### config.mk
export PLATFORM = sky130hd
export DESIGN_NAME = serial_adder
export DESIGN_NICKNAME = d
export VERILOG_FILES = /design/src/rtl/serial_adder.sv
export SDC_FILE = /design/constraint.sdc
export NUM_CORES = 1
export LEC_CHECK = 0
export ABC_AREA = 1
export ABC_CLOCK_PERIOD_IN_PS = 2700
export CAP_MARGIN = 20
export CORE_ASPECT_RATIO = 1.1
export CORE_UTILIZATION = 65
export DETAILED_ROUTE_END_ITERATION = 10
export DONT_BUFFER_PORTS = 1
export PLACE_DENSITY = 0.9
export RECOVER_POWER = 100
export SETUP_SLACK_MARGIN = 0.05
export SLEW_MARGIN = 20
export SYNTH_ARGS = -nofsm -noshare
export SYNTH_HDL_FRONTEND = slang
export SYNTH_SLANG_ARGS = --single-unit
### constraint.sdc
create_clock -name clk -period 2.7 [get_ports clk]
set_clock_uncertainty 0.15 [all_clocks]
set_input_delay 0.675 -clock clk [delete_from_list [all_inputs] [get_ports clk]]
set_output_delay 0.675 -clock clk [all_outputs]
set_load 0.01 [all_outputs]
### src/rtl/serial_adder.sv
// serial_adder
//   Bit-serial WIDTH-bit adder. Operands are accepted over a valid/ready
//   handshake, added one bit per clock (LSB first) through a full-adder cell
//   built from two half adders plus an OR, and the result {carry_out, sum} is
//   presented over a second valid/ready handshake.
//
// Ports
//   clk        in   1      rising-edge clock
//   rst        in   1      synchronous, active-high reset
//   in_valid   in   1      a/b/cin hold a valid operand pair
//   in_ready   out  1      block is idle and can accept operands
//   a, b       in   WIDTH  operands
//   cin        in   1      carry-in added at bit 0
//   out_valid  out  1      sum/carry_out hold a completed result
//   out_ready  in   1      consumer accepts the result
//   sum        out  WIDTH  (a+b+cin) mod 2^WIDTH
//   carry_out  out  1      carry out of bit WIDTH-1
module serial_adder #(
   parameter int unsigned WIDTH = 8
) (
   input  logic             clk,
   input  logic             rst,
   input  logic             in_valid,
   output logic             in_ready,
   input  logic [WIDTH-1:0] a,
   input  logic [WIDTH-1:0] b,
   input  logic             cin,
   output logic             out_valid,
   input  logic             out_ready,
   output logic [WIDTH-1:0] sum,
   output logic             carry_out
);

   localparam int unsigned   CW   = (WIDTH > 1) ? $clog2(WIDTH) : 1;
   localparam logic [CW-1:0] LAST = CW'(WIDTH - 1);

   typedef enum logic [1:0] {
      IDLE = 2'd0,
      ADD  = 2'd1,
      DONE = 2'd2
   } state_t;

   state_t state_q, state_d;

   logic [WIDTH-1:0] a_q,   a_d;
   logic [WIDTH-1:0] b_q,   b_d;
   logic [WIDTH-1:0] s_q,   s_d;
   logic [WIDTH-1:0] sum_q, sum_d;
   logic [CW-1:0]    cnt_q, cnt_d;
   logic             c_q,   c_d;
   logic             cout_q, cout_d;
   logic             ov_q,  ov_d;

   // Full-adder cell: first half adder on the operand bits, second half
   // adder folds in the registered carry, OR merges the two carries.
   logic ha1_s, ha1_c, ha2_s, ha2_c, fa_c;

   always_comb begin
      ha1_s = a_q[0] ^ b_q[0];
      ha1_c = a_q[0] & b_q[0];
      ha2_s = ha1_s ^ c_q;
      ha2_c = ha1_s & c_q;
      fa_c  = ha1_c | ha2_c;
   end

   // State register
   always_ff @(posedge clk) begin
      if (rst) state_q <= IDLE;
      else     state_q <= state_d;
   end

   // Next-state logic
   always_comb begin
      state_d = state_q;
      unique case (state_q)
         IDLE:    if (in_valid)      state_d = ADD;
         ADD:     if (cnt_q == LAST) state_d = DONE;
         DONE:    if (out_ready)     state_d = IDLE;
         default:                    state_d = IDLE;
      endcase
   end

   // Output and datapath next-value logic
   always_comb begin
      in_ready = (state_q == IDLE);
      a_d      = a_q;
      b_d      = b_q;
      s_d      = s_q;
      c_d      = c_q;
      cnt_d    = cnt_q;
      sum_d    = sum_q;
      cout_d   = cout_q;
      ov_d     = ov_q;
      unique case (state_q)
         IDLE: begin
            if (in_valid) begin
               a_d   = a;
               b_d   = b;
               c_d   = cin;
               s_d   = '0;
               cnt_d = '0;
            end
         end
         ADD: begin
            a_d = a_q >> 1;
            b_d = b_q >> 1;
            c_d = fa_c;
            s_d = {ha2_s, s_q[WIDTH-1:1]};
            if (cnt_q == LAST) begin
               // The final bit is folded in here so the result register
               // loads on the same edge as the last addition.
               sum_d  = s_d;
               cout_d = fa_c;
               ov_d   = 1'b1;
            end else begin
               cnt_d = cnt_q + CW'(1);
            end
         end
         DONE: begin
            if (out_ready) ov_d = 1'b0;
         end
         default: ;
      endcase
   end

   // Datapath registers
   always_ff @(posedge clk) begin
      if (rst) begin
         a_q    <= '0;
         b_q    <= '0;
         s_q    <= '0;
         c_q    <= 1'b0;
         cnt_q  <= '0;
         sum_q  <= '0;
         cout_q <= 1'b0;
         ov_q   <= 1'b0;
      end else begin
         a_q    <= a_d;
         b_q    <= b_d;
         s_q    <= s_d;
         c_q    <= c_d;
         cnt_q  <= cnt_d;
         sum_q  <= sum_d;
         cout_q <= cout_d;
         ov_q   <= ov_d;
      end
   end

   assign out_valid = ov_q;
   assign sum       = sum_q;
   assign carry_out = cout_q;

endmodule

* Word-level counts from Yosys, hierarchy flattened
Cells that the tools add are included.
** Storage, ports and cells
- Word-level logic and storage cells :: 48
- Output and inout bits :: 11
- Bits in registers :: 40
- Input port bits :: 21
** Operators by class
- Multiplexer cells :: 18
- $add $sub $neg :: 1
- Eq/ne operators :: 7
- Bitwise gates (word level) :: 5
- Reductions and logical operators :: 8
** Operators with widths (count)
- $pmux W8 S2 :: 3
- $mux W8 :: 3
- $reduce_and A3 Y1 :: 3
- $ne A2 B2 Y1 const B :: 4
- $mux W2 :: 3
- $mux W3 :: 2
- $pmux W2 S3 :: 1
- $pmux W3 S2 :: 1
- $pmux W1 S2 :: 2
- $reduce_and A2 Y1 :: 2
- $reduce_bool A2 Y1 :: 2
- $add A3 B1 Y3 const B :: 1
- $eq A3 B3 Y1 const B :: 1
- $mux W1 :: 3
- $and A1 B1 Y1 :: 2
- $eq A2 B1 Y1 const B :: 1
- $eq A2 B2 Y1 const B :: 1
- $logic_not A2 Y1 :: 1
- $xor A1 B1 Y1 :: 2
- $or A1 B1 Y1 :: 1

* Depth between registers and ports, before layout
- Depth in word-level cells :: 4
- Gate-level depth with buffers :: 8
- Gate-level depth less buffers :: 7

* Worst setup path after synthesis
OpenSTA, ideal clock, no wires.
- Kind :: reg2out
- From :: register state_q[0]
- To :: output port in_ready
- Buffers on the path :: 0
- Arrival :: 0.699 ns
- Stages on the path, launching flop included :: 2
- Required time :: 1.875 ns
- Setup slack :: 1.176 ns
- Cell sequence :: dfxtp_1 -> nor2_1
** Between the ends
- Word-level cells in the longest chain between the ends :: 1
** Ends and longest elaborated chain
- from (decl) :: line 43 : state_t state_q, state_d;
- from (signal assigned) :: line 69 : else state_q <= state_d;
- $logic_not A2 Y1 :: line 85 : in_ready = (state_q == IDLE);
- to (decl) :: line 24 : output logic in_ready,
Every way passes these cells.

* Worst setup path in the final report
- From :: register state_q[0]
- To :: register sum_q[0], in the netlist sum[0]
** Between the ends
- Word-level cells in the longest chain between the ends :: 2
** Ends and longest elaborated chain
- $eq A2 B1 Y1 :: line 94 : unique case (state_q)
- $reduce_and A2 Y1 (no source line)
- to (signal assigned) :: line 143 : sum_q <= sum_d;
- to (decl) :: line 48 : logic [WIDTH-1:0] sum_q, sum_d;
Every way passes these cells.
A chain may end at the register's enable or synchronous reset.

==> metrics.txt <==
status=finished, final reports clean; most common cell after layout, fill and taps aside=nand2_1; Hold Path Class=input port to flip-flop; Post-Syn Area=0.00174 mm^2; final setup vio count=0; total number of vias=1,509; Post-Synthesis Cells=237; vias in the first global route=1,380; Chip Height=56.3 um; mean post-synth cell area=7.34 um^2; sequential area share after synthesis=44.9%; DR WL/cell=13.0 um; Net Count, Synth=262; P&R area growth vs syn=3.16%; Slew Limit Fails=0; CTS Sinks=39; most frequent cells in the layout=nand2_1 (55), nand3_1 (42), dfxtp_1 (39); fin crit share=81.8%; RSZ-0062 raised after global routing=no; crit path DAT=2.32 ns; GPL Wtd Cong=0.780; DP Wirelength=2280 um; VDD IR max=0.000625 V; grt total ovfl=0; Iteration-0 DRC Markers=61; antenna-violating nets left=0; # IOs=32; layout cells sized above 1=5.15%; nets@finish=257; Tmin final=2.21 ns; clock slew at reported path FFs=0.12 ns; port bufs=0; Max Clock Freq=0.453 GHz; CTS buffer count=5; via density per instance=5.72; P_leak=0.759 nW; die area=0.00289 mm^2; Crit Path Max Fanout=37; final wirelength=3430 um; first-pass GRT wire length=5730 um; post-synthesis cell type count=19; Synth Register Bits=39; max-cap viol count=0; Ys Warns=0; worst-margin pin slew=0.618 ns; Final TNS setup=0 ns; gr usage total=26.1%; worst-skew pair later-pin latency=0.35 ns; largest net degree at the start of global routing=38; Die W=51.3 um; Core Area=0.00252 mm^2; Site Rows=19; initial core utilization=69.1%; crit path launch type=flip-flop; fin cells=264; cells on worst reg2reg path=5; # Post-CTS Setup Buffers=0; n_diodes=0; top post-synthesis cells by area=dfxtp_1 (45%), nand3_1 (12%), nand2_1 (12%); share of the synthesized area in the top cell type=44.9%; Setup crit end kind=flip-flop; Root Buffer=clkbuf_4; WP data required=2.81 ns; Crit Path Category=flip-flop to flip-flop; Slew headroom=58.6%; Worst Hold Path Cells=1; Hold Vio Cnt, Final=0; placed cell count=256; DR pass1 iterations=4; post-CTS resize count=0; Max clock buf depth=2; # H-tree levels=2; CTS tree=built; Yosys top cell by area=dfxtp_1; PD cells=634 mW/mm^2; initial antenna violation count=0; DRC viols=0; CTS hold repair buffers=0
synth_stat cells (all sizes together):
cell     n
inv     23
clkbuf   5
ha       3
nand3   42
fa       1
nor3     1
nor2    14
buf      8
o21a     1
a21oi   32
dfxtp   39
nand2   56
o21ai    2
nand3b  10
final timing paths:
kind                            startpoint  endpoint  slack (ns)
worst max-delay path            state_q[0]    sum[0]        0.49
worst min-delay path                   rst  cnt_q[1]        0.22
worst max register to register  state_q[0]    sum[0]        0.49
worst min register to register    cnt_q[1]  cnt_q[1]        0.32
cell families after synthesis:
logic type               count (synthesis)  share of synthesized area [%]
AO/OA/AOI/OAI                           35                           10.2
adder cells (fa/ha/maj)                  4                           3.31
buffers and inverters                   36                           8.99
flip-flops                              39                           44.9
AND/OR/NAND/NOR                        123                           32.6
stage by stage:
step | utilization [%] | total power [mW] | setup slack (ns) | hold WS (ns) | instance area, um^2
floorplan | - | 0.731 | 1.18 | 0.293 | 1740
global placement | 68.1 | 0.736 | 0.868 | 0.296 | 1720
detailed placement | 68.1 | 0.741 | 0.824 | 0.306 | 1720
CTS | 71.5 | 1.14 | 0.526 | 0.213 | 1800
global route | 71.3 | 1.19 | 0.253 | 0.192 | 1800
finish | 71.3 | 1.14 | 0.492 | 0.221 | 1800
power breakdown:
group          switching, mW  internal (mW)  total [mW]
Clock                  0.192          0.219       0.411
Combinational         0.0668         0.0420       0.109
Sequential            0.0194          0.600       0.619
flip-flops by register name, indices dropped and copies added (netlist names):
signal,cells
c_q,1
cnt_q,3
b_q,8
carry_out,1
state_q,2
out_valid,1
a_q,8
sum,8
s_q,7
metal layers:
layer	GRT usage, %	up-vias	part of all wire, %
li1	-	762	-
met1	31.5	688	43
met2	43.2	51	49
met3	7.59	8	5.8
met4	10.0	0	1.9
met5	0	-	0
worst max-delay path: stages (launching register included):
cell	delay, ns
dfxtp_1	0.68
nand2_4	0.32
nor2_1	0.57
inv_2	0.21
nor2_1	0.13
nor2_1	0.05
cell type report:
type	instances	area (um^2)
clock buffers	6	51.3
repair buffers	1	7.51
inverters	23	86.3
well taps	31	38.8
flip-flops and latches	39	781
clock inverters	2	35.0
multi-input cells	162	796
fillers	217	724
(Power assumes the default switching activity.)
